===== src/rtl/arb_pkg.sv =====
// -----------------------------------------------------------------------------
// arb_pkg
// Shared definitions for the 4-requester round-robin arbiter:
//   N_REQ   number of requesters
//   IDX_W   width of a requester index
//   state_t arbiter FSM state (IDLE / BUSY)
//   rr_pick round-robin winner search starting at a priority pointer
// -----------------------------------------------------------------------------
package arb_pkg;

   localparam int N_REQ = 4;
   localparam int IDX_W = 2;

   typedef enum logic [0:0] {
      IDLE = 1'b0,
      BUSY = 1'b1
   } state_t;

   // First asserted request scanning ptr, ptr+1, ... (index wraps naturally in
   // IDX_W bits). Returns ptr when nothing is requested; callers gate on req!=0.
   function automatic logic [IDX_W-1:0] rr_pick(input logic [N_REQ-1:0] req,
                                                input logic [IDX_W-1:0] ptr);
      logic [IDX_W-1:0] cand;
      logic             found;
      logic             hit;
      rr_pick = ptr;
      found   = 1'b0;
      for (int i = 0; i < N_REQ; i++) begin
         cand    = ptr + IDX_W'(i);
         hit     = ~found & req[cand];
         rr_pick = hit ? cand : rr_pick;
         found   = found | hit;
      end
   endfunction

endpackage


===== src/rtl/dec2to4_en.sv =====
// -----------------------------------------------------------------------------
// dec2to4_en
// 2-to-4 decoder with enable; output is one-hot when enabled, zero otherwise.
// Ports:
//   idx_i  [IDX_W-1:0]  index to decode
//   en_i                decoder enable
//   dec_o  [N_REQ-1:0]  one-hot (or all-zero) output
// -----------------------------------------------------------------------------
module dec2to4_en
   import arb_pkg::*;
(
   input  logic [IDX_W-1:0] idx_i,
   input  logic             en_i,
   output logic [N_REQ-1:0] dec_o
);

   // Decode the index into a single set bit, only while enabled.
   always_comb begin
      dec_o = '0;
      if (en_i) begin
         dec_o[idx_i] = 1'b1;
      end else begin
         dec_o = '0;
      end
   end

endmodule


===== src/rtl/rr_arbiter_4.sv =====
// -----------------------------------------------------------------------------
// rr_arbiter_4
// Four-requester round-robin arbiter with a hold timer that bounds how long a
// single owner keeps the resource while others are waiting.
// Ports:
//   clk        rising-edge clock
//   rst_n      asynchronous active-low reset
//   req        [3:0] level-sensitive requests
//   gnt        [3:0] registered one-hot grant, zero when idle
//   gnt_valid  high while a grant is active
//   gnt_idx    [1:0] current owner index (meaningful when gnt_valid=1)
// Parameters:
//   MAX_HOLD   max consecutive cycles one owner holds while others request
//   HOLD_W     hold counter width (MAX_HOLD <= 2**HOLD_W-1)
// -----------------------------------------------------------------------------
module rr_arbiter_4
   import arb_pkg::*;
#(
   parameter int unsigned MAX_HOLD = 8,
   parameter int unsigned HOLD_W   = 8
)(
   input  logic             clk,
   input  logic             rst_n,
   input  logic [N_REQ-1:0] req,
   output logic [N_REQ-1:0] gnt,
   output logic             gnt_valid,
   output logic [IDX_W-1:0] gnt_idx
);

   localparam logic [HOLD_W-1:0] HOLD_LAST = HOLD_W'(MAX_HOLD - 1);

   state_t             state_q,    state_d;
   logic [IDX_W-1:0]   ptr_q,      ptr_d;
   logic [IDX_W-1:0]   idx_q,      idx_d;
   logic [HOLD_W-1:0]  hold_cnt_q, hold_cnt_d;
   logic               valid_q,    valid_d;
   logic [N_REQ-1:0]   gnt_q;

   logic [IDX_W-1:0]   win_s;
   logic [N_REQ-1:0]   owner_mask_s;
   logic [N_REQ-1:0]   others_s;
   logic               owner_req_s;
   logic               issue_s;
   logic [N_REQ-1:0]   gnt_dec_s;

   // Winner candidate and the view of the current owner versus everyone else.
   always_comb begin
      win_s        = rr_pick(req, ptr_q);
      owner_mask_s = {{(N_REQ-1){1'b0}}, 1'b1} << idx_q;
      owner_req_s  = |(req & owner_mask_s);
      others_s     = req & ~owner_mask_s;
   end

   // Next-state logic: decides when a new grant is issued and advances the
   // hold counter while the owner keeps the resource.
   always_comb begin
      state_d    = state_q;
      ptr_d      = ptr_q;
      idx_d      = idx_q;
      hold_cnt_d = hold_cnt_q;
      issue_s    = 1'b0;

      case (state_q)
         IDLE: begin
            if (req != {N_REQ{1'b0}}) begin
               issue_s = 1'b1;
            end else begin
               state_d    = IDLE;
               hold_cnt_d = {HOLD_W{1'b0}};
            end
         end
         BUSY: begin
            if (!owner_req_s) begin
               // Owner released: hand over without a dead cycle if anyone waits.
               if (others_s != {N_REQ{1'b0}}) begin
                  issue_s = 1'b1;
               end else begin
                  state_d    = IDLE;
                  hold_cnt_d = {HOLD_W{1'b0}};
               end
            end else if ((others_s != {N_REQ{1'b0}}) && (hold_cnt_q == HOLD_LAST)) begin
               // Forced switch. ptr already points past the owner, so the
               // owner is scanned last and another requester wins.
               issue_s = 1'b1;
            end else if (hold_cnt_q == HOLD_LAST) begin
               hold_cnt_d = hold_cnt_q;
            end else begin
               hold_cnt_d = hold_cnt_q + HOLD_W'(1);
            end
         end
         default: begin
            state_d    = IDLE;
            hold_cnt_d = {HOLD_W{1'b0}};
         end
      endcase

      if (issue_s) begin
         state_d    = BUSY;
         idx_d      = win_s;
         ptr_d      = win_s + IDX_W'(1);
         hold_cnt_d = {HOLD_W{1'b0}};
      end else begin
         ptr_d = ptr_d;
      end
   end

   assign valid_d = (state_d == BUSY);

   // Decode the next owner so the one-hot grant can be registered directly;
   // gnt and gnt_valid then change on the same edge and never disagree.
   dec2to4_en u_gnt_dec (
      .idx_i (idx_d),
      .en_i  (valid_d),
      .dec_o (gnt_dec_s)
   );

   // State, pointer, hold counter and output registers.
   always_ff @(posedge clk or negedge rst_n) begin
      if (!rst_n) begin
         state_q    <= IDLE;
         ptr_q      <= {IDX_W{1'b0}};
         idx_q      <= {IDX_W{1'b0}};
         hold_cnt_q <= {HOLD_W{1'b0}};
         valid_q    <= 1'b0;
         gnt_q      <= {N_REQ{1'b0}};
      end else begin
         state_q    <= state_d;
         ptr_q      <= ptr_d;
         idx_q      <= idx_d;
         hold_cnt_q <= hold_cnt_d;
         valid_q    <= valid_d;
         gnt_q      <= gnt_dec_s;
      end
   end

   assign gnt       = gnt_q;
   assign gnt_valid = valid_q;
   assign gnt_idx   = idx_q;

endmodule

===== config.mk =====
export PLATFORM = sky130hd
export DESIGN_NAME = rr_arbiter_4
export DESIGN_NICKNAME = d
export VERILOG_FILES = /design/src/rtl/arb_pkg.sv /design/src/rtl/dec2to4_en.sv /design/src/rtl/rr_arbiter_4.sv
export SDC_FILE = /design/constraint.sdc
export NUM_CORES = 1
export LEC_CHECK = 0
export ABC_CLOCK_PERIOD_IN_PS = 2800
export CAP_MARGIN = 10
export CELL_PAD_IN_SITES_DETAIL_PLACEMENT = 0
export CELL_PAD_IN_SITES_GLOBAL_PLACEMENT = 1
export CORE_AREA = 2 2 61 63
export CTS_BUF_LIST = sky130_fd_sc_hd__clkbuf_4 sky130_fd_sc_hd__clkbuf_8
export DETAILED_ROUTE_END_ITERATION = 8
export DIE_AREA = 0 0 63 65
export PLACE_DENSITY = 0.55
export SKIP_LAST_GASP = 1
export SLEW_MARGIN = 40
export SYNTH_ARGS = -nofsm -noshare
export SYNTH_HDL_FRONTEND = slang
export SYNTH_SLANG_ARGS = --single-unit

===== constraint.sdc =====
create_clock -name clk -period 2.8 [get_ports clk]
set_input_delay 0.56 -clock clk [delete_from_list [all_inputs] [get_ports clk]]
set_output_delay 0.56 -clock clk [all_outputs]
set_load 0.02 [all_outputs]

==> run metrics <==
status=finished clean; worst setup path class=in -> reg; final design area excluding fillers=0.00119 mm2; top-area cell type share of the netlist area=0.425; synth unique cells=31; Die Footprint=0.00410 mm2; Residual DRC=0; TritonCTS clock tree=done; post-synthesis sequential area ratio=0.425; fillers=364; Arr. time, crit path=2.44 ns; Peak Freq=0.441 GHz; number of buffers added by the clock tree synthesis step=3; final-layout setup total negative slack=0 ns; fraction of synthesized cell area in xor and xnor cells=0.0525; post-route core utilization=0.341; PortBufs=12; number of slew-limit violations in the final report=0; ranking of synthesized cells by area=sky130_fd_sc_hd__dfrtp_1, sky130_fd_sc_hd__mux2_4, sky130_fd_sc_hd__nor2_1; clk root buf=sky130_fd_sc_hd__clkbuf_4; layout overhead on the synthesized area=19.2%; worst path required time=2.97 ns; # nets final=122; Synth Area in Simple Gates=0.261; max-cap violations=0; placed cell area=0.00117 mm2; fraction of final layout cells sized beyond drive strength 1=0.140; worst IR drop on VDD=0.000435 V; unrepaired setup endpoints after global routing=no; Syn Std Cell Area=0.00100 mm2; R2R Setup Slk=0.69 ns; quantity of gates resized following cts=0; Pre-antenna DRT Iters=4; flip-flop and latch count after synthesis=17; complex-gate fraction of the synthesized area=0.0888; final-report setup violation count=0; worst min-delay path class=in -> async; reg2reg path depth=5; CP Launch Type=input port; number of standard cells in the final layout excluding fillers=162; horizontal die dimension=63 um; dpl cells=158; leading cell types in the layout, fill and taps excluded=sky130_fd_sc_hd__dfrtp_1, sky130_fd_sc_hd__nor2_1, sky130_fd_sc_hd__nand2_1, sky130_fd_sc_hd__clkdlybuf4s50_1; last weighted congestion value of the routability-driven placer=0.699; Synth Net Count=107; largest family of logic cells by synthesized area=simple AND/OR/NAND/NOR gates; total overflow reported by the global router=0; hold-fix buffers at CTS=0; worst-path maximum fanout=9; global-route wire length before repair=3440 um; library cell occupying the most area in the post-synthesis netlist=sky130_fd_sc_hd__dfrtp_1; GRT Util Overall=0.106; Synth Area in Adders=0.0125; routed vias=756; count of yosys warnings during synthesis=0; I/O pins=13; CTS H-tree depth=1; initial core utilization=0.286; standby leakage power=0.502 nW; vias in the first global route=750; capturing element type of the critical path=flop; initial antenna violation count=0; mean instance size in the synthesized netlist=10.0 um2; total wire length=2020 um; leading cell type in the layout, fill and taps excluded=sky130_fd_sc_hd__dfrtp_1; clock tree skew after final layout=0.00966 ns; final critical-path required period=2.27 ns; clock-pin slew of the registers on the worst-case setup and hold paths=0.10 ns; Placeable Area=0.00350 mm2; Max clock buf depth=2; largest net degree at the start of global routing=18; mux contribution to synthesized area=0.133; post-CTS setup buffer count=0; CTS sink count=17; endpoints failing hold=0; Final HPWL DP=1470 um; num rows=22; starting DRC count in detailed routing=16; vertical die dimension=65 um; final hold slack=0.173 ns; Via-to-Cell Ratio=4.67; period utilisation layout=0.811; antenna-violating nets left=0; post-detailed-route wirelength per cell=12.5 um; insertion delay of the later-clocked pin in the worst-skew pair=0.29 ns; relative slew slack=0.581; # diodes=0; Gate Count Post-Synth=100; Power per Cell Area=893 mW/mm2; measured slew at the worst slew-check pin=0.629 ns
==> power by group <==
group / leakage [nW] / total, mW / switching, mW / internal (mW)
Clock: 0.0184 / 0.140 / 0.0746 / 0.0650
Combinational: 0.267 / 0.528 / 0.248 / 0.280
Sequential: 0.217 / 0.398 / 0.0824 / 0.315
==> state kept, by name, indices dropped and copies added (netlist names) <==
name / flops
gnt: 4
hold_cnt_q: 8
ptr_q: 2
gnt_valid: 1
gnt_idx: 2
==> through the flow <==
stage	power (mW)	worst slack, ns
final	1.07	0.530
after global routing	1.14	0.425
after CTS	1.08	0.544
after detailed placement	0.934	0.243
after global placement	0.932	0.266
after floorplan	0.782	0.817
==> final timing paths <==
path,start,endpoint
max,req[0],gnt[1]$_DFF_PN0_
min,rst_n,hold_cnt_q[4]$_DFFE_PN0P_
max reg2reg,hold_cnt_q[3]$_DFFE_PN0P_,gnt[1]$_DFF_PN0_
min reg2reg,hold_cnt_q[7]$_DFFE_PN0P_,hold_cnt_q[7]$_DFFE_PN0P_
max in group asynchronous,rst_n,gnt_valid$_DFF_PN0_
min in group clk,hold_cnt_q[7]$_DFFE_PN0P_,hold_cnt_q[7]$_DFFE_PN0P_
==> area by class of cell <==
type / instances / area [um2] / share of cell area
Multi-Input combinational cell: 78 / 548 / 0.459
Clock buffer: 4 / 30.0 / 0.0252
Tap cell: 48 / 60.1 / 0.0503
Sequential cell: 17 / 425 / 0.356
Inverter: 2 / 7.51 / 0.00629
Timing Repair Buffer: 13 / 123 / 0.103
==> synthesized netlist by cell type <==
master,count
sky130_fd_sc_hd__mux4_2,1
sky130_fd_sc_hd__nand3b_1,2
sky130_fd_sc_hd__or4_4,1
sky130_fd_sc_hd__buf_2,1
sky130_fd_sc_hd__mux2i_1,5
sky130_fd_sc_hd__and2b_1,1
sky130_fd_sc_hd__or3_4,1
sky130_fd_sc_hd__ha_1,1
sky130_fd_sc_hd__xor2_1,2
sky130_fd_sc_hd__mux2_4,4
sky130_fd_sc_hd__or3_1,2
sky130_fd_sc_hd__a31oi_4,1
sky130_fd_sc_hd__nand4b_1,1
sky130_fd_sc_hd__xnor2_1,4
sky130_fd_sc_hd__nand2_2,1
sky130_fd_sc_hd__inv_1,2
sky130_fd_sc_hd__nor4_2,1
sky130_fd_sc_hd__nor3_1,4
sky130_fd_sc_hd__nand3_1,5
sky130_fd_sc_hd__buf_4,2
sky130_fd_sc_hd__a32oi_1,1
sky130_fd_sc_hd__o221ai_1,1
sky130_fd_sc_hd__a21o_1,1
sky130_fd_sc_hd__nor2b_1,4
sky130_fd_sc_hd__dfrtp_1,17
sky130_fd_sc_hd__nor2_1,14
sky130_fd_sc_hd__nand2_1,11
sky130_fd_sc_hd__o21ai_0,3
sky130_fd_sc_hd__a2bb2oi_1,2
sky130_fd_sc_hd__a21oi_1,2
sky130_fd_sc_hd__nand2b_1,2
==> worst max-delay path: stages <==
cell and delay (ns):
sky130_fd_sc_hd__clkdlybuf4s50_1 0.64, sky130_fd_sc_hd__mux2i_1 0.12, sky130_fd_sc_hd__a32oi_1 0.16, sky130_fd_sc_hd__a2bb2oi_1 0.35, sky130_fd_sc_hd__a31oi_4 0.25, sky130_fd_sc_hd__mux2_4 0.35
==> cell families (layout without fill, tap and decap cells) <==
kind of cell	Yosys count	count (layout)
AOI/OAI and AO/OA	11	11
xor gates and xnor gates	6	6
adders and majority gates	1	1
buffers and inverters	5	19
DFF	17	17
muxes	10	10
and+or+nand+nor	50	50
==> routing by layer <==
metal / share of wire / global-route usage / vias up
met5: 0 / 0 / -
met4: 0.0059 / 0.0250 / 0
met3: 0.056 / 0.0347 / 2
met2: 0.49 / 0.181 / 23
met1: 0.45 / 0.131 / 356
li1: - / - / 375
Power figures use the tool's default switching activity.
